--- config.mk ---
export PLATFORM = sky130hd
export DESIGN_NAME = arbiter_puf_engine
export DESIGN_NICKNAME = d
export VERILOG_FILES = /design/src/rtl/arbiter_puf_engine.sv
export SDC_FILE = /design/constraint.sdc
export NUM_CORES = 1
export LEC_CHECK = 0
export CAP_MARGIN = 10
export CORE_UTILIZATION = 48
export DETAILED_ROUTE_END_ITERATION = 8
export PLACE_DENSITY = 0.79
export SYNTH_ARGS = -nofsm -noshare
export SYNTH_HDL_FRONTEND = slang
export SYNTH_SLANG_ARGS = --single-unit
export TNS_END_PERCENT = 10
--- constraint.sdc ---
create_clock -name clk -period 1.7 [get_ports clk]
set_clock_uncertainty 0.1 [all_clocks]
set_input_delay 0.17 -clock clk [delete_from_list [all_inputs] [get_ports clk]]
set_output_delay 0.17 -clock clk [all_outputs]
set_load 0.05 [all_outputs]
--- src/rtl/arbiter_puf_engine.sv ---
// Sequencer for an external arbiter-PUF delay chain. Each response bit comes from its own
// LFSR-generated challenge, evaluated VOTES times and majority-voted.
module arbiter_puf_engine #(
  parameter int                  C_LENGTH      = 16,
  parameter int                  RESP_BITS     = 8,
  parameter int                  VOTES         = 5,
  parameter int                  LOW_CYCLES    = 2,
  parameter int                  SETTLE_CYCLES = 4,
  parameter logic [C_LENGTH-1:0] TAPS          = 16'hB400
) (
  input  logic                           clk,
  input  logic                           rst_n,
  input  logic                           start,
  input  logic [C_LENGTH-1:0]            seed,
  output logic                           busy,
  output logic                           puf_launch,
  output logic [C_LENGTH-1:0]            puf_challenge,
  input  logic                           puf_result,
  output logic                           resp_valid,
  input  logic                           resp_ready,
  output logic [RESP_BITS-1:0]           resp_data,
  output logic [$clog2(RESP_BITS+1)-1:0] resp_unstable
);

  localparam int ONES_W = $clog2(VOTES + 1);
  localparam int BIT_W  = (RESP_BITS > 1) ? $clog2(RESP_BITS) : 1;
  localparam int PH_MAX = (LOW_CYCLES > SETTLE_CYCLES) ? LOW_CYCLES : SETTLE_CYCLES;
  localparam int PH_W   = $clog2(PH_MAX + 1);
  localparam int UNST_W = $clog2(RESP_BITS + 1);

  if (VOTES < 1 || (VOTES % 2) == 0) begin : g_bad_votes
    $error("VOTES must be odd and at least 1");
  end
  if (LOW_CYCLES < 1) begin : g_bad_low
    $error("LOW_CYCLES must be at least 1");
  end
  if (SETTLE_CYCLES < 3) begin : g_bad_settle
    $error("SETTLE_CYCLES must be at least 3");
  end

  typedef enum logic [2:0] {
    S_IDLE, S_LOAD, S_LOW, S_HIGH, S_VOTE, S_DONE
  } state_t;

  state_t                state_q, state_d;
  logic [C_LENGTH-1:0]   seed_q, seed_d;
  logic [C_LENGTH-1:0]   chal_q, chal_d;
  logic                  sync1_q, sync2_q;
  logic [PH_W-1:0]       phase_q, phase_d;
  logic [ONES_W-1:0]     vote_q, vote_d;
  logic [ONES_W-1:0]     ones_q, ones_d;
  logic [BIT_W-1:0]      bit_q, bit_d;
  logic [RESP_BITS-1:0]  data_q, data_d;
  logic [UNST_W-1:0]     unst_q, unst_d;

  function automatic logic [C_LENGTH-1:0] lfsr_step(input logic [C_LENGTH-1:0] c);
    lfsr_step = c[0] ? ((c >> 1) ^ TAPS) : (c >> 1);
  endfunction

  always_comb begin
    // NOTE: every next-state value defaults to its register so no path can infer a latch.
    state_d = state_q;
    seed_d  = seed_q;
    chal_d  = chal_q;
    phase_d = phase_q;
    vote_d  = vote_q;
    ones_d  = ones_q;
    bit_d   = bit_q;
    data_d  = data_q;
    unst_d  = unst_q;
    case (state_q)
      S_IDLE: begin
        if (start) begin
          seed_d  = (seed == '0) ? C_LENGTH'(1) : seed;
          state_d = S_LOAD;
        end
      end
      S_LOAD: begin
        chal_d  = seed_q;
        phase_d = '0;
        vote_d  = '0;
        ones_d  = '0;
        bit_d   = '0;
        data_d  = '0;
        unst_d  = '0;
        state_d = S_LOW;
      end
      S_LOW: begin
        if (phase_q == PH_W'(LOW_CYCLES - 1)) begin
          phase_d = '0;
          state_d = S_HIGH;
        end else begin
          phase_d = phase_q + 1'b1;
        end
      end
      S_HIGH: begin
        if (phase_q == PH_W'(SETTLE_CYCLES - 1)) begin
          phase_d = '0;
          ones_d  = ones_q + ONES_W'(sync2_q);
          if (vote_q == ONES_W'(VOTES - 1)) begin
            vote_d  = '0;
            state_d = S_VOTE;
          end else begin
            vote_d  = vote_q + 1'b1;
            state_d = S_LOW;
          end
        end else begin
          phase_d = phase_q + 1'b1;
        end
      end
      S_VOTE: begin
        data_d[bit_q] = (ones_q > ONES_W'(VOTES / 2));
        if (ones_q != '0 && ones_q != ONES_W'(VOTES)) begin
          unst_d = unst_q + 1'b1;
        end
        ones_d = '0;
        // Challenge only moves here, while the launch line is low.
        chal_d = lfsr_step(chal_q);
        if (bit_q < BIT_W'(RESP_BITS - 1)) begin
          bit_d   = bit_q + 1'b1;
          state_d = S_LOW;
        end else begin
          state_d = S_DONE;
        end
      end
      S_DONE: begin
        if (resp_ready) state_d = S_IDLE;
      end
      default: state_d = S_IDLE;
    endcase
  end

  always_ff @(posedge clk or negedge rst_n) begin
    if (!rst_n) begin
      state_q <= S_IDLE;
      seed_q  <= '0;
      chal_q  <= '0;
      sync1_q <= 1'b0;
      sync2_q <= 1'b0;
      phase_q <= '0;
      vote_q  <= '0;
      ones_q  <= '0;
      bit_q   <= '0;
      data_q  <= '0;
      unst_q  <= '0;
    end else begin
      // NOTE: non-blocking assignments so all registers update from the same pre-edge values.
      state_q <= state_d;
      seed_q  <= seed_d;
      chal_q  <= chal_d;
      sync1_q <= puf_result;
      sync2_q <= sync1_q;
      phase_q <= phase_d;
      vote_q  <= vote_d;
      ones_q  <= ones_d;
      bit_q   <= bit_d;
      data_q  <= data_d;
      unst_q  <= unst_d;
    end
  end

  assign busy          = (state_q != S_IDLE);
  assign puf_launch    = (state_q == S_HIGH);
  assign resp_valid    = (state_q == S_DONE);
  assign puf_challenge = chal_q;
  assign resp_data     = data_q;
  assign resp_unstable = unst_q;

endmodule

# After elaboration in Yosys (flattened, before gate mapping)

Index checks and enable logic that the tools add are counted.
Widths: inputs -> output; s select.

Bitwise logic cells: 1
Reductions and logical operators: 17
Multiplexer cells: 26
Magnitude comparators: 4
Add/sub/neg operators: 5
Equal/unequal tests: 15

Operators by type and width:

| operator            | number |
|---|---|
| $mux 3              | 12 |
| $mux 16             | 2 |
| $pmux 16 s2         | 1 |
| $pmux 3 s2          | 3 |
| $pmux 3 s6          | 1 |
| $logic_not 16->1    | 1 |
| $pmux 8 s2          | 1 |
| $reduce_and 2->1    | 5 |
| $add 3x1->3 const B | 3 |
| $eq 3x2->1 const B  | 3 |
| $eq 3x3->1 const B  | 3 |
| $pmux 3 s3          | 1 |
| $reduce_bool 3->1   | 3 |
| $bwmux 8            | 1 |
| $ne 2x2->1 const B  | 4 |
| $pmux 4 s2          | 1 |
| $eq 3x1->1 const B  | 2 |
| $reduce_bool 2->1   | 3 |
| $add 4x1->4 const B | 1 |
| $lt 3x4->1 const B  | 1 |
| $mux 4              | 1 |
| $ne 2x1->1 const B  | 2 |
| $not 3->4           | 1 |
| $reduce_and 4->1    | 1 |
| other kinds (10)    | 11 |

Flip-flop bits (word level): 61
Output and inout bits: 31
Logic and storage cells: 79
Bits of input ports: 21

# Logic depth before layout (Yosys ltp)

Word-level depth: 6
Depth in mapped cells: 6
Depth with buffers taken out: 6

# Least setup slack after synthesis

No wires, ideal clock.

Kind: register to register
Start point: reg state_q[2]
End point: reg seed_q[10]
Arrival time: 1.665 ns
Buffers on the path: 2
Slack: -0.190 ns
Stages on the path, launching flop included: 6
Path through: dfrtp_1 > buf_4 > or3_4 > nor2_4 > buf_6 > mux2_2

Longest elaborated chain between the ends: 2

RTL lines:

| what                       | line | source |
|---|---|---|
| start, declared            | 45   | `state_t state_q, state_d;` |
| start signal, assigned     | 148  | `state_q <= state_d;` |
| $logic_not 3->1            | 71   | `case (state_q)` |
| $reduce_and 2->1 (no line) | --   |  |
| end signal, assigned       | 136  | `seed_q <= '0;` |
| end signal, assigned       | 149  | `seed_q <= seed_d;` |
| end, declared              | 46   | `logic [C_LENGTH-1:0] seed_q, seed_d;` |

Every way passes these cells.
A chain may end at the register's enable or synchronous reset.

# Worst setup path after layout

Start point: reg state_q[2]
End point: out busy

Longest elaborated chain between the ends: 1

RTL lines:

| what              | line | source |
|---|---|---|
| $reduce_bool 3->1 | 162  | `assign busy = (state_q != S_IDLE);` |
| end, declared     | 15   | `output logic busy,` |

Every way passes these cells.

==> impl_metrics.ini <==
[status]
status = complete, but fails checks
violations = negative setup slack

[synthesis]
yosysTopAreaCell = dfrtp_1
synthArstFlopShare = 1.000
yosysMostFrequentCell = dfrtp_1
synth_fp_nets = 336
synthTopCellsByCount = 61 x dfrtp_1, 56 x nand2_1, 22 x nor2_1
synth_area_sq_mm = 0.003010
synth_area_leaders = dfrtp_1 51%, nand2_1 7.0%, mux2_2 5.6%, ha_1 4.2%, nor2_1 2.7%
synth.distinct_cells = 46
avgSynthCellArea_sq_um = 9.870
synth_edf_count = 0
yosys.area.top_type_share = 0.5071
seq_area_frac_synth = 0.5071
synth-main-ff-cell = dfrtp_1
synth_cells = 305
ys.warnings.count = 0
synth-seq-cells = 61

[finish]
fin_util = 0.6840
insertedDiodeCount = 0
final_nets = 411
drive_gt1_frac = 0.2909
fin_cells = 460
syn2layout_area_growth_pct = 36.12
fillerInstances = 440

[floorplan]
start_util = 0.5025
io_pins = 52
dieArea_sq_mm = 0.006593
die_y_microns = 81.20
coreArea_sq_mm = 0.005991
row_count = 28
die_x_microns = 81.20

[sta]
tightest_slew_ns = 0.5825
fin_crit_sh = 1.039
finalSetupViolations = 9
hold_viol = 0
relSlewSlack = 0.6117
post-route-min-period_ns = 1.766
worst_slack_ns = -0.06554
slew_viol_final = 0
fmax_ghz = 0.5664
rsz0062_at_grt = yes

[power_and_ir_drop]
clockPowerShare = 0.188
seqPwrFrac = 0.326
ir_worst_vdd_mv = 1.206
p_int_mw = 4.317
cellPowerDensity_mw_per_mm2 = 1805
combPwrFrac = 0.486
switching_share = 0.4164
total_power_mw = 7.397
leakagePower_nw = 1.943
p_sw_mw = 3.081

[clocking]
clk_latency_ns = 0.35
cts_root_buf = clkbuf_8
cts_tree = built
clk_pin_slew_worst_paths_ns = 0.07
ctsLongestPathBuffers = 2
ctsHtreeMaxLevel = 3
cts.sinks = 61
numCtsBuffers = 9

[drt]
routed_wirelength_mm = 7.231
drt_first_pass_iters = 4
ant_nets = 0
vias = 2610
routedWlPerCell_microns = 15.72
vias_per_cell = 5.674
drcViolationCount = 0
drtIter0Drc = 241

[place]
dp_cells = 438
dp_hpwl_mm = 4.859
io_buffer_count = 51
gp_congestion = 0.8984
pre_cts_ws_ns = 0.01496

[global_route]
gr-total-overflow = 0
antenna_found_initial = 0
grt_pass1_vias = 2481
grt_pass1_wl_mm = 11.81
grtUsageTotal = 0.2414
grt_max_degree = 23

[setup_path]
start_kind = flop
required_ns = 1.43
setup.worst_path.class = flop to output pin
arrival_ns = 1.50
worst_setup_path_end_kind = output pin
critPathMaxFanout = 5

[worst_hold_path]
hold_path.class = input pin to flop

[run]
cap_violations = 0
## timing repair
action                                 CTS  global route
hold buffers                             1             0
buffers inserted                         2             3
pin swaps                                0             2
setup endpoints to repair                4            49
resized for setup                        7            27
endpoints found under the hold margin   20             0
## layout make-up
cell class              count  area (sq um)  share of cell area
flip-flops and latches     61          1528              0.3728
multi-input cells         214          1448              0.3533
repair buffers             83         780.7              0.1905
clock buffers              11         131.4             0.03206
well taps                  75         93.84             0.02290
clock inverters             5         75.07             0.01832
inverters                  11         41.29             0.01008
## state kept, by name, summed over array words and instances, names as in the netlist
signal / cells
sync1_q: 1
vote_q: 3
state_q: 3
seed_q: 16
ones_q: 3
puf_challenge: 16
sync2_q: 1
resp_data: 8
bit_q: 3
phase_q: 3
resp_unstable: 4
## cells by family (layout without fill, tap and decap cells)
| family | count (synthesis) | after routing | synth area share |
|---|---|---|---|
| adders and majority gates | 10 | 10 | 0.04156 |
| DFF | 61 | 61 | 0.5071 |
| xor gates and xnor gates | 4 | 4 | 0.01164 |
| buffers and inverters | 30 | 110 | 0.04447 |
| and+or+nand+nor | 115 | 115 | 0.1804 |
| AOI/OAI and AO/OA | 65 | 65 | 0.1422 |
| muxes | 20 | 20 | 0.07273 |
## power by group through the flow
stage / Clock [mW] / Sequential (mW) / Combinational [mW]
floorplan: 0 / 2.97 / 1.52
global placement: 0 / 2.37 / 3.19
detailed placement: 0 / 2.39 / 3.27
CTS: 1.40 / 2.38 / 3.35
global route: 1.48 / 2.47 / 3.86
finish: 1.39 / 2.41 / 3.60
## through the flow
stage / hold slack, ns / area [sq um] / setup TNS, ns
2_1_floorplan: -0.2256 / 3010 / -2.030
6_report: 0.1634 / 4098 / -0.2436
3_3_place_gp: 0.08474 / 3727 / 0
5_1_grt: 0.1710 / 4098 / -1.397
4_1_cts: 0.1559 / 3989 / -0.1483
3_5_place_dp: 0.09147 / 3727 / 0
## worst paths after layout
kind | from | endpoint | slack (ns) | cells past startpoint
worst max-delay path | state_q[2]$_DFFE_PN0P_ | busy | -0.07 | 3
worst min-delay path | puf_result | sync1_q$_DFF_PN0_ | 0.16 | 1
worst max register to register | state_q[2]$_DFFE_PN0P_ | resp_data[0]$_DFFE_PN0P_ | -0.05 | 5
worst min register to register | sync1_q$_DFF_PN0_ | sync2_q$_DFF_PN0_ | 0.25 | 0
max in group asynchronous | rst_n | state_q[1]$_DFFE_PN0P_ | 0.73 | 3
min in group asynchronous | rst_n | puf_challenge[9]$_DFFE_PN0N_ | 0.25 | 2
## critical path, cell delays in order (launching register included)
cell and delay (ns):
dfrtp_1 0.44, or3_4 0.44, buf_6 0.14, buf_12 0.14
## layer usage
layer / up-vias / track usage / routed length, microns
met4: 0 / 0.09107 / 151
met5: - / 0 / 0
li1: 1231 / - / -
met2: 84 / 0.3840 / 3519
met1: 1280 / 0.3088 / 3168
met3: 15 / 0.07303 / 391
## cells in the final DEF (no fill, tap or decap), types with 2 or more instances in the layout
cell | Yosys | routed
dfrtp_1 | 61 | 60
nand2_1 | 56 | 54
buf_4 | 1 | 49
nor2_1 | 22 | 21
clkdlybuf4s50_1 | 0 | 19
o21ai_0 | 13 | 12
a21oi_1 | 11 | 11
a31oi_1 | 11 | 11
mux2_4 | 0 | 11
nand3_1 | 10 | 10
ha_1 | 10 | 10
inv_1 | 11 | 9
clkbuf_8 | 0 | 9
a22oi_1 | 7 | 7
buf_12 | 0 | 7
buf_6 | 1 | 6
a22o_1 | 5 | 5
mux2i_1 | 5 | 5
o211ai_1 | 4 | 4
mux2_2 | 15 | 4
nor4_1 | 4 | 4
o31ai_1 | 3 | 3
or4_1 | 3 | 3
xor2_1 | 4 | 3
clkinv_2 | 0 | 3
inv_2 | 0 | 2
nor3_1 | 3 | 2
nor2b_1 | 3 | 2
clkbuf_1 | 9 | 2
bufinv_16 | 0 | 2
(Power assumes the default switching activity.)
